### src/rtl/i2s_pkg.sv
// Shared types and default constants for the I2S capture path.
package i2s_pkg;

  // Capture session sequencing states.
  typedef enum logic [2:0] {
    IDLE,
    SYNC,
    WARMUP,
    RUN,
    DRAIN
  } cap_state_e;

  // Defaults matching the companion clock generator.
  localparam int I2S_SCKS_PER_FRAME = 32;
  localparam int I2S_SAMPLE_W       = 24;

  // Channel encoding follows WS: low half is left.
  localparam logic CH_LEFT  = 1'b0;
  localparam logic CH_RIGHT = 1'b1;

endpackage

### src/rtl/i2s_shift_rx.sv
// I2S receive shifter: SCK/WS edge detection, per-half bit counter and an
// MSB-first shift register. Emits a one-cycle word_done_o strobe with the
// channel of the half the word belongs to.
module i2s_shift_rx
  import i2s_pkg::*;
#(
  parameter int SCKS_PER_FRAME = I2S_SCKS_PER_FRAME,
  parameter int SAMPLE_W       = I2S_SAMPLE_W
) (
  input  logic                clk_i,
  input  logic                rst_ni,
  input  logic                sck_i,
  input  logic                ws_i,
  input  logic                sd_i,
  output logic [SAMPLE_W-1:0] word_o,
  output logic                word_done_o,
  output logic                ch_o,
  output logic                ws_edge_o
);

  localparam int              CNT_W    = $clog2(SCKS_PER_FRAME);
  localparam logic [CNT_W-1:0] CNT_MAX  = CNT_W'(SCKS_PER_FRAME - 1);
  localparam logic [CNT_W-1:0] CNT_LAST = CNT_W'(SAMPLE_W);

  logic                sck_prev_reg;
  logic                ws_prev_reg;
  logic [CNT_W-1:0]    bit_cnt_reg;
  logic [SAMPLE_W-1:0] shift_reg;
  logic                done_reg;
  logic                ch_reg;
  logic                rise;

  assign rise      = sck_i & ~sck_prev_reg;
  assign ws_edge_o = ws_i ^ ws_prev_reg;

  // Edge history, bit counter (count 0 is the delay slot) and MSB-first shift.
  always_ff @(posedge clk_i) begin
    if (!rst_ni) begin
      sck_prev_reg <= 1'b0;
      ws_prev_reg  <= 1'b0;
      bit_cnt_reg  <= '0;
      shift_reg    <= '0;
      done_reg     <= 1'b0;
      ch_reg       <= CH_LEFT;
    end else begin
      sck_prev_reg <= sck_i;
      ws_prev_reg  <= ws_i;
      done_reg     <= 1'b0;
      if (ws_edge_o) begin
        bit_cnt_reg <= '0;
      end else if (rise) begin
        if (bit_cnt_reg != CNT_MAX) begin
          bit_cnt_reg <= bit_cnt_reg + CNT_W'(1);
        end
        if ((bit_cnt_reg != '0) && (bit_cnt_reg <= CNT_LAST)) begin
          shift_reg <= (shift_reg << 1) | SAMPLE_W'(sd_i);
        end
        if (bit_cnt_reg == CNT_LAST) begin
          done_reg <= 1'b1;
          ch_reg   <= ws_i;
        end
      end
    end
  end

  assign word_o      = shift_reg;
  assign word_done_o = done_reg;
  assign ch_o        = ch_reg;

endmodule

### src/rtl/i2s_capture_ctrl.sv
// I2S microphone capture session controller. Holds the clock generator in
// reset while idle, waits for frame lock, drops warm-up frames, then streams
// captured words on a valid/ready port with a sticky saturating overrun count.
// Build option: I2S_STEREO_EN emits both channels; otherwise left only.
module i2s_capture_ctrl
  import i2s_pkg::*;
#(
  parameter int SCKS_PER_FRAME = I2S_SCKS_PER_FRAME,
  parameter int SAMPLE_W       = I2S_SAMPLE_W,
  parameter int WARMUP_FRAMES  = 4,
  parameter int OVR_CNT_W      = 8
) (
  input  logic                 clk_i,
  input  logic                 rst_ni,
  input  logic                 start_i,
  input  logic                 stop_i,
  output logic                 gen_rst_no,
  input  logic                 sck_i,
  input  logic                 ws_i,
  input  logic                 frame_start_i,
  input  logic                 sd_i,
  output logic [SAMPLE_W-1:0]  sample_o,
  output logic                 sample_ch_o,
  output logic                 sample_valid_o,
  input  logic                 sample_ready_i,
  output logic                 busy_o,
  output logic                 overrun_o,
  output logic [OVR_CNT_W-1:0] ovr_cnt_o
);

  localparam int               WCNT_W    = (WARMUP_FRAMES > 1) ? $clog2(WARMUP_FRAMES) : 1;
  localparam logic [WCNT_W-1:0] WARM_LAST = WCNT_W'((WARMUP_FRAMES > 0) ? WARMUP_FRAMES - 1 : 0);

  cap_state_e          state_reg, state_next;
  logic [WCNT_W-1:0]   warm_cnt_reg;
  logic                half_ok_reg;
  logic [SAMPLE_W-1:0] sample_reg;
  logic                valid_reg;
  logic                overrun_reg;
  logic [OVR_CNT_W-1:0] ovr_cnt_reg;
  logic [SAMPLE_W-1:0] rx_word;
  logic                rx_done;
  logic                rx_ch;
  logic                rx_ws_edge;
  logic                capturing;
  logic                ch_ok;
  logic                push;

  i2s_shift_rx #(
    .SCKS_PER_FRAME(SCKS_PER_FRAME),
    .SAMPLE_W      (SAMPLE_W)
  ) u_shift_rx (
    .clk_i      (clk_i),
    .rst_ni     (rst_ni),
    .sck_i      (sck_i),
    .ws_i       (ws_i),
    .sd_i       (sd_i),
    .word_o     (rx_word),
    .word_done_o(rx_done),
    .ch_o       (rx_ch),
    .ws_edge_o  (rx_ws_edge)
  );

  assign capturing = (state_reg == RUN) || (state_reg == DRAIN);

`ifdef I2S_STEREO_EN
  logic sample_ch_reg;
  assign ch_ok       = 1'b1;
  assign sample_ch_o = sample_ch_reg;
`else
  assign ch_ok       = (rx_ch == CH_LEFT);
  assign sample_ch_o = CH_LEFT;
`endif

  assign push = rx_done && half_ok_reg && capturing && ch_ok;

  // State register plus warm-up frame counter.
  always_ff @(posedge clk_i) begin
    if (!rst_ni) begin
      state_reg    <= IDLE;
      warm_cnt_reg <= '0;
    end else begin
      state_reg <= state_next;
      if (state_reg != WARMUP) begin
        warm_cnt_reg <= '0;
      end else if (frame_start_i) begin
        warm_cnt_reg <= warm_cnt_reg + WCNT_W'(1);
      end
    end
  end

  // Next-state logic; stop beats frame_start while still locking.
  always_comb begin
    state_next = state_reg;
    unique case (state_reg)
      IDLE:    if (start_i) state_next = SYNC;
      SYNC: begin
        if (stop_i)             state_next = IDLE;
        else if (frame_start_i) state_next = (WARMUP_FRAMES == 0) ? RUN : WARMUP;
      end
      WARMUP: begin
        if (stop_i)                                       state_next = IDLE;
        else if (frame_start_i && warm_cnt_reg == WARM_LAST) state_next = RUN;
      end
      RUN:     if (stop_i)        state_next = DRAIN;
      DRAIN:   if (frame_start_i) state_next = IDLE;
      default: state_next = IDLE;
    endcase
  end

  // A half is eligible only if its WS change happened while capturing (or on entry to RUN).
  always_ff @(posedge clk_i) begin
    if (!rst_ni) begin
      half_ok_reg <= 1'b0;
    end else if (state_reg == IDLE) begin
      half_ok_reg <= 1'b0;
    end else if (rx_ws_edge) begin
      half_ok_reg <= capturing || (state_next == RUN);
    end
  end

  // Output holding register with overrun detection; survives return to IDLE.
  always_ff @(posedge clk_i) begin
    if (!rst_ni) begin
      sample_reg  <= '0;
      valid_reg   <= 1'b0;
      overrun_reg <= 1'b0;
      ovr_cnt_reg <= '0;
`ifdef I2S_STEREO_EN
      sample_ch_reg <= CH_LEFT;
`endif
    end else begin
      if ((state_reg == IDLE) && start_i) begin
        overrun_reg <= 1'b0;
        ovr_cnt_reg <= '0;
      end
      if (push) begin
        if (!valid_reg || sample_ready_i) begin
          sample_reg <= rx_word;
          valid_reg  <= 1'b1;
`ifdef I2S_STEREO_EN
          sample_ch_reg <= rx_ch;
`endif
        end else begin
          overrun_reg <= 1'b1;
          if (ovr_cnt_reg != {OVR_CNT_W{1'b1}}) begin
            ovr_cnt_reg <= ovr_cnt_reg + OVR_CNT_W'(1);
          end
        end
      end else if (valid_reg && sample_ready_i) begin
        valid_reg <= 1'b0;
      end
    end
  end

  assign gen_rst_no     = (state_reg != IDLE);
  assign busy_o         = (state_reg != IDLE);
  assign sample_o       = sample_reg;
  assign sample_valid_o = valid_reg;
  assign overrun_o      = overrun_reg;
  assign ovr_cnt_o      = ovr_cnt_reg;

endmodule

### config.mk
export PLATFORM = sky130hd
export DESIGN_NAME = i2s_capture_ctrl
export DESIGN_NICKNAME = d
export VERILOG_FILES = /design/src/rtl/i2s_pkg.sv /design/src/rtl/i2s_shift_rx.sv /design/src/rtl/i2s_capture_ctrl.sv
export SDC_FILE = /design/constraint.sdc
export NUM_CORES = 1
export LEC_CHECK = 0
export CORE_MARGIN = 1.5
export CORE_UTILIZATION = 35
export CTS_BUF_LIST = sky130_fd_sc_hd__clkbuf_2 sky130_fd_sc_hd__clkbuf_4 sky130_fd_sc_hd__clkbuf_8
export DETAILED_ROUTE_END_ITERATION = 8
export PLACE_DENSITY = 0.65
export SLEW_MARGIN = 5
export SYNTH_ARGS = -nofsm -noshare
export SYNTH_HDL_FRONTEND = slang
export SYNTH_SLANG_ARGS = --single-unit
### constraint.sdc
create_clock -name clk_i -period 2.7 [get_ports clk_i]
set_input_delay 0.54 -clock clk_i [delete_from_list [all_inputs] [get_ports clk_i]]
set_output_delay 0.54 -clock clk_i [all_outputs]
set_load 0.05 [all_outputs]
==> flow_summary_export.csv, run 1 <==
group,metric,value,unit
final_layout,area_growth_syn_to_layout,22.8,%
final_layout,antenna_cells,0,
detailed_routing,vias_per_cell,4.80,
die,rows,34,
placement,numPortBuffers,44,
critical_path,r2r_slack,0.79,ns
critical_path,worstPathArrival,1.86,ns
critical_path,worst-path-buf-inv,1,
pwr,power.density,526,mW/mm²
critical_path,critPathSlowestCell,"clkdlybuf4s50_1",
global_route,grt_pass1_vias,2111,
critical_path,worstSetupPathType,"flop to output pin",
timing,min_period,2.40,ns
yosys,synth_top_flop_cell,"dfxtp_1",
detailed_routing,vias,2183,
die,fp.coreArea,0.00872,mm²
timing,rsz0062_at_grt,"no",
critical_path,path_cells,"or3_1 -> clkdlybuf4s50_1",
timing,setup_viol,0,
die,die_w,98.0,µm
timing,finalHoldViolCount,0,
clocking,cts.htree.levels,3,
timing,maxSlewViolCount,0,
placement,place_inst,439,
placement,dp_hpwl,3760,µm
hold_path,whs_path_depth,2,
detailed_routing,wl,5620,µm
global_route,grt_antenna_before_repair,0,
critical_path,worst_path_largest_cell_delay,0.72,ns
yosys,ys_seq_elements,73,
yosys,synth_area_per_cell,10.6,µm²
pwr,worst_ir_drop_vdd,0.000299,V
timing,post-route-period-util,0.890,
pwr,p_switching,0.000472,W
timing,worst_pin_slew,0.577,ns
final_layout,final_common_cell,"dfxtp_1",
final_layout,final_area,0.00387,mm²
yosys,yosysWarningCount,0,
clocking,clk_path_buf_depth,2,
die,design.die.area,0.00960,mm²
yosys,yosysUniqueCellTypes,48,
clocking,ctsResizeCount,0,
final_layout,layout_common_cells,"73 x dfxtp_1, 52 x mux2i_1, 52 x nor2b_1",
placement,gp_congestion,0.786,
final_layout,fin_cells,455,
die,die_y,98.0,µm
critical_path,crit_fanout,9,
critical_path,critPathLaunchType,"flop",
outcome,status,"complete, no violations",
final_layout,fillers,824,
global_route,grt_pass1_wl,9960,µm
detailed_routing,first_pass_iters,4,
pwr,combPwrFrac,0.050,
critical_path,worst-path-stages,2,
yosys,synth_edf_count,0,
yosys,syn-num-nets,313,
pwr,internal_power,0.00157,W
pwr,p_clk_frac,0.417,
timing,fmax,416,MHz
detailed_routing,drc,0,
detailed_routing,antenna_left,0,
yosys,synth_cells,299,
clocking,cts_root_buf,"clkbuf_8",
pwr,seqPwrFrac,0.533,
placement,dp_slack,0.451,ns
clocking,worstSkewPairLatency,0.34,ns
clocking,clock_sinks,73,
timing,holdWs,0.506,ns
timing,relSlewSlack,0.616,
clocking,path_clk_slew,0.08,ns
critical_path,path_delay_family,"buffers and inverters",
timing,setup_slack,0.297,ns
pwr,leakage,1.28,nW
clocking,cts_tree,"yes",
hold_path,hp-class,"flop to flop",
die,pin_count,46,
critical_path,cp.required,2.16,ns
detailed_routing,wl_per_cell,12.3,µm
pwr,switching_share,0.232,
yosys,netlist_area,0.00316,mm²
clocking,postCtsSetupBuffers,0,
yosys,async_flop_share,0,
global_route,grt_max_degree,41,
global_route,grt-ovfl-total,0,
timing,fin_skew,0.00742,ns
yosys,synth_seq_area_share,0.463,
critical_path,r2r_cells,5,
global_route,grt_usage,0.128,
clocking,cts_made_buffers,9,
die,start_util,0.362,
final_layout,drive_gt1_frac,0.0836,
critical_path,end_kind,"output pin",
final_layout,nets,356,
run,maxCapViolCount,0,
clocking,cts_hold_buf,0,
detailed_routing,drt-initial-drc-count,79,
placement,place_area,0.00368,mm²
timing,tns,0,ns
[synth_stat cells (all sizes together), types with 2 or more instances]
cell / number / area share
inv: 8 / 0.0095
and2: 5 / 0.0099
o21ai: 2 / 0.0032
clkbuf: 8 / 0.0095
nor2: 12 / 0.014
xor2: 4 / 0.011
and3: 2 / 0.0040
nor2b: 52 / 0.10
nand2b: 3 / 0.0059
a2111oi: 3 / 0.020
a21oi: 8 / 0.013
nand4: 2 / 0.0040
nand2: 7 / 0.0083
buf: 9 / 0.027
and4: 2 / 0.0055
xnor2: 2 / 0.0055
ha: 5 / 0.020
a21o: 2 / 0.0048
nand3: 6 / 0.0095
nor3: 3 / 0.0048
mux2i: 52 / 0.16
a211oi: 3 / 0.013
or3: 2 / 0.0040
o2111a: 2 / 0.0071
nand3b: 4 / 0.0095
o21a: 3 / 0.0071
dfxtp: 73 / 0.46
[cell type report]
class	instances	area, µm²	share of cell area
sequential	73	1460	0.377
tap	108	135	0.0349
clock inverter	6	67.6	0.0174
timing repair buffer	49	498	0.129
clock buffer	10	131	0.0339
multi-input combinational	201	1550	0.400
inverter	8	30.0	0.00775
[cells by family after synthesis]
| kind of cell | after synthesis | synth area share |
|---|---|---|
| xor+xnor | 6 | 0.0166 |
| fa+ha+maj | 5 | 0.0198 |
| other cells | 1 | 0.00119 |
| buf+inv | 25 | 0.0456 |
| compound gates | 30 | 0.0864 |
| simple gates | 107 | 0.203 |
| mux | 52 | 0.165 |
| flops | 73 | 0.463 |
[power by group through the flow]
stage	sequential (W)	combinational, W	clock, W
after floorplan	0.00111	0.0000783	0
after global placement	0.00111	0.000102	0
after detailed placement	0.00111	0.000103	0
after CTS	0.00109	0.000103	0.000889
after global routing	0.00109	0.000111	0.000947
final	0.00109	0.000102	0.000849
[routing by layer]
metal / GRT usage / up-vias / part of all wire
met4: 0.0593 / 0 / 0.018
met5: 0 / - / 0
met1: 0.171 / 1016 / 0.51
li1: - / 1116 / -
met3: 0.0422 / 7 / 0.050
met2: 0.185 / 44 / 0.42
[final timing paths]
check / to / start
worst min register to register: half_ok_reg$_SDFFE_PP0P_ / half_ok_reg$_SDFFE_PP0P_
worst max-delay path: gen_rst_no / state_reg[1]$_SDFF_PN0_
worst min-delay path: half_ok_reg$_SDFFE_PP0P_ / half_ok_reg$_SDFFE_PP0P_
worst max register to register: ovr_cnt_o[3]$_SDFF_PN0_ / state_reg[2]$_SDFF_PN0_
[through the flow]
| stage | util | total power (W) |
|---|---|---|
| after floorplan | - | 0.00119 |
| after global placement | 0.422 | 0.00121 |
| after detailed placement | 0.422 | 0.00122 |
| after CTS | 0.444 | 0.00208 |
| after global routing | 0.444 | 0.00215 |
| final | 0.444 | 0.00204 |
[worst reg2reg max path, cell delays in order, from the launching register on]
cell and delay (ns):
dfxtp_1 0.45, or3b_4 0.46, a2111oi_4 0.34, buf_4 0.23, a21oi_1 0.13, a21bo_1 0.21
Note: power is estimated with default switching activity, not from simulation.
==> run 2, diff against run 1 <==
==> constraint.sdc (replaced) <==
create_clock -name clk_i -period 2.95 [get_ports clk_i]
set_input_delay 0.59 -clock clk_i [delete_from_list [all_inputs] [get_ports clk_i]]
set_output_delay 0.59 -clock clk_i [all_outputs]
set_load 0.05 [all_outputs]
==> flow_summary_export.csv, run 2 (synthesis gave the netlist of run 1 again) <==
group,metric,value,unit
outcome,status,"complete, no violations",
die,fp.coreArea,0.00872,mm²
critical_path,crit_fanout,9,
timing,fin_skew,0.0112,ns
pwr,worst_ir_drop_vdd,0.000213,V
global_route,grt-ovfl-total,0,
timing,post-route-period-util,0.836,
critical_path,startpoint,"state_reg[1]$_SDFF_PN0_",
timing,setup_viol,0,
timing,finalHoldViolCount,0,
pwr,combPwrFrac,0.052,
pwr,leakage,1.26,nW
critical_path,worst-path-buf-inv,1,
critical_path,critPathSlowestCell,"clkdlybuf4s50_1",
timing,min_period,2.47,ns
pwr,internal_power,0.00135,W
global_route,grt_pass1_vias,2060,
detailed_routing,drt-initial-drc-count,69,
clocking,worstSkewPairLatency,0.34,ns
final_layout,drive_gt1_frac,0.0836,
final_layout,final_area,0.00382,mm²
global_route,grt_max_degree,45,
die,die_y,98.0,µm
final_layout,multi_input_area,0.00155,mm²
final_layout,fillers,836,
hold_path,hp-class,"flop to flop",
placement,dp_hpwl,3800,µm
timing,tns,0,ns
critical_path,worstPathArrival,1.88,ns
critical_path,r2r-start,"state_reg[2]$_SDFF_PN0_",
final_layout,final_common_cell,"dfxtp_1",
placement,dp_slack,0.592,ns
clocking,postCtsSetupBuffers,0,
detailed_routing,antenna_left,0,
clocking,path_clk_slew,0.07,ns
detailed_routing,wl,5720,µm
clocking,clock_sinks,73,
pwr,p_clk_frac,0.388,
critical_path,cp.required,2.36,ns
critical_path,path_cells,"or3_1 -> clkdlybuf4s50_1",
timing,setup_slack,0.485,ns
placement,numPortBuffers,44,
clocking,cts_root_buf,"clkbuf_8",
clocking,cts_made_buffers,9,
critical_path,end_kind,"output pin",
final_layout,nets,356,
pwr,power.density,465,mW/mm²
die,design.die.area,0.00960,mm²
timing,maxSlewViolCount,0,
final_layout,layout_common_cells,"73 x dfxtp_1, 52 x mux2i_1, 52 x nor2b_1",
critical_path,critPathLaunchType,"flop",
timing,holdWs,0.515,ns
timing,fmax,406,MHz
final_layout,layout.area.seq,0.00146,mm²
timing,worst_pin_slew,0.522,ns
die,rows,34,
clocking,cts_hold_buf,0,
placement,place_area,0.00365,mm²
global_route,grt_usage,0.123,
die,die_w,98.0,µm
clocking,cts_tree,"yes",
global_route,grt_pass1_wl,9600,µm
detailed_routing,first_pass_iters,4,
run,maxCapViolCount,0,
detailed_routing,wl_per_cell,12.6,µm
placement,gp_congestion,0.777,
critical_path,path_delay_family,"buffers and inverters",
clocking,clk_path_buf_depth,2,
clocking,ctsResizeCount,0,
pwr,p_switching,0.000427,W
timing,relSlewSlack,0.651,
final_layout,post-route-util,0.438,
timing,rsz0062_at_grt,"no",
hold_path,min_from,"u_shift_rx.ch_o$_SDFFE_PN0P_",
die,start_util,0.362,
detailed_routing,vias_per_cell,4.76,
critical_path,worstSetupPathType,"flop to output pin",
final_layout,area_growth_syn_to_layout,21.1,%
pwr,switching_share,0.240,
critical_path,worst_path_largest_cell_delay,0.72,ns
final_layout,antenna_cells,0,
global_route,grt_antenna_before_repair,0,
pwr,seqPwrFrac,0.560,
detailed_routing,drc,0,
clocking,cts.htree.levels,3,
die,pin_count,46,
detailed_routing,vias,2167,
==> run 2: changes by cell type in the layout (fill, tap and decap cells not counted) <==
cell,delta
bufinv_16,-1
buf_4,+2
inv_6,-1
clkinvlp_4,+1
clkbuf_4,+1
clkinv_4,-1
clkinv_2,+1
buf_12,-2
==> run 2: final timing paths <==
check                                               endpoint  slack, ns  cells after the start
worst max register to register       ovr_cnt_o[3]$_SDFF_PN0_       0.91                      5
worst max-delay path                                  busy_o       0.48                      2
worst min-delay path            u_shift_rx.ch_o$_SDFFE_PN0P_       0.51                      2
worst min register to register  u_shift_rx.ch_o$_SDFFE_PN0P_       0.51                      2
==> run 2: per-layer routing <==
| layer | GRT usage | share of wire | vias to the layer above |
|---|---|---|---|
| met5 | 0 | 0 | - |
| met4 | 0.0692 | 0.023 | 0 |
| met3 | 0.0322 | 0.044 | 9 |
| met2 | 0.176 | 0.42 | 46 |
| met1 | 0.166 | 0.51 | 1002 |
| li1 | - | - | 1110 |
==> run 2: worst reg2reg max path: cells and delay by family (launching register included) <==
| family | cells | cell delay (ns) |
|---|---|---|
| AO/OA/AOI/OAI | 3 | 0.84 |
| AND/OR/NAND/NOR | 1 | 0.45 |
| buffers and inverters | 1 | 0.24 |
| flip-flops | 1 | 0.44 |
==> run 2: cell type report <==
type,instances,share of cell area
sequential,73,0.382
inverter,8,0.00786
multi-input combinational,201,0.406
timing repair buffer,49,0.124
clock buffer,11,0.0363
tap,108,0.0354
clock inverter,5,0.00851
==> run 2: stage by stage <==
stage / std cells / total power [W]
finish: 455 / 0.00178
CTS: 455 / 0.00180
detailed placement: 439 / 0.00111
global placement: 439 / 0.00111
global route: 455 / 0.00185
floorplan: 299 / 0.00109
==> run 2: power by group through the flow <==
stage	registers (W)	logic (W)	clock network, W
2_1_floorplan	0.00101	0.0000716	0
3_3_place_gp	0.00102	0.0000929	0
3_5_place_dp	0.00102	0.0000936	0
4_1_cts	0.000995	0.0000939	0.000713
5_1_grt	0.000996	0.000101	0.000751
6_report	0.000995	0.0000929	0.000690
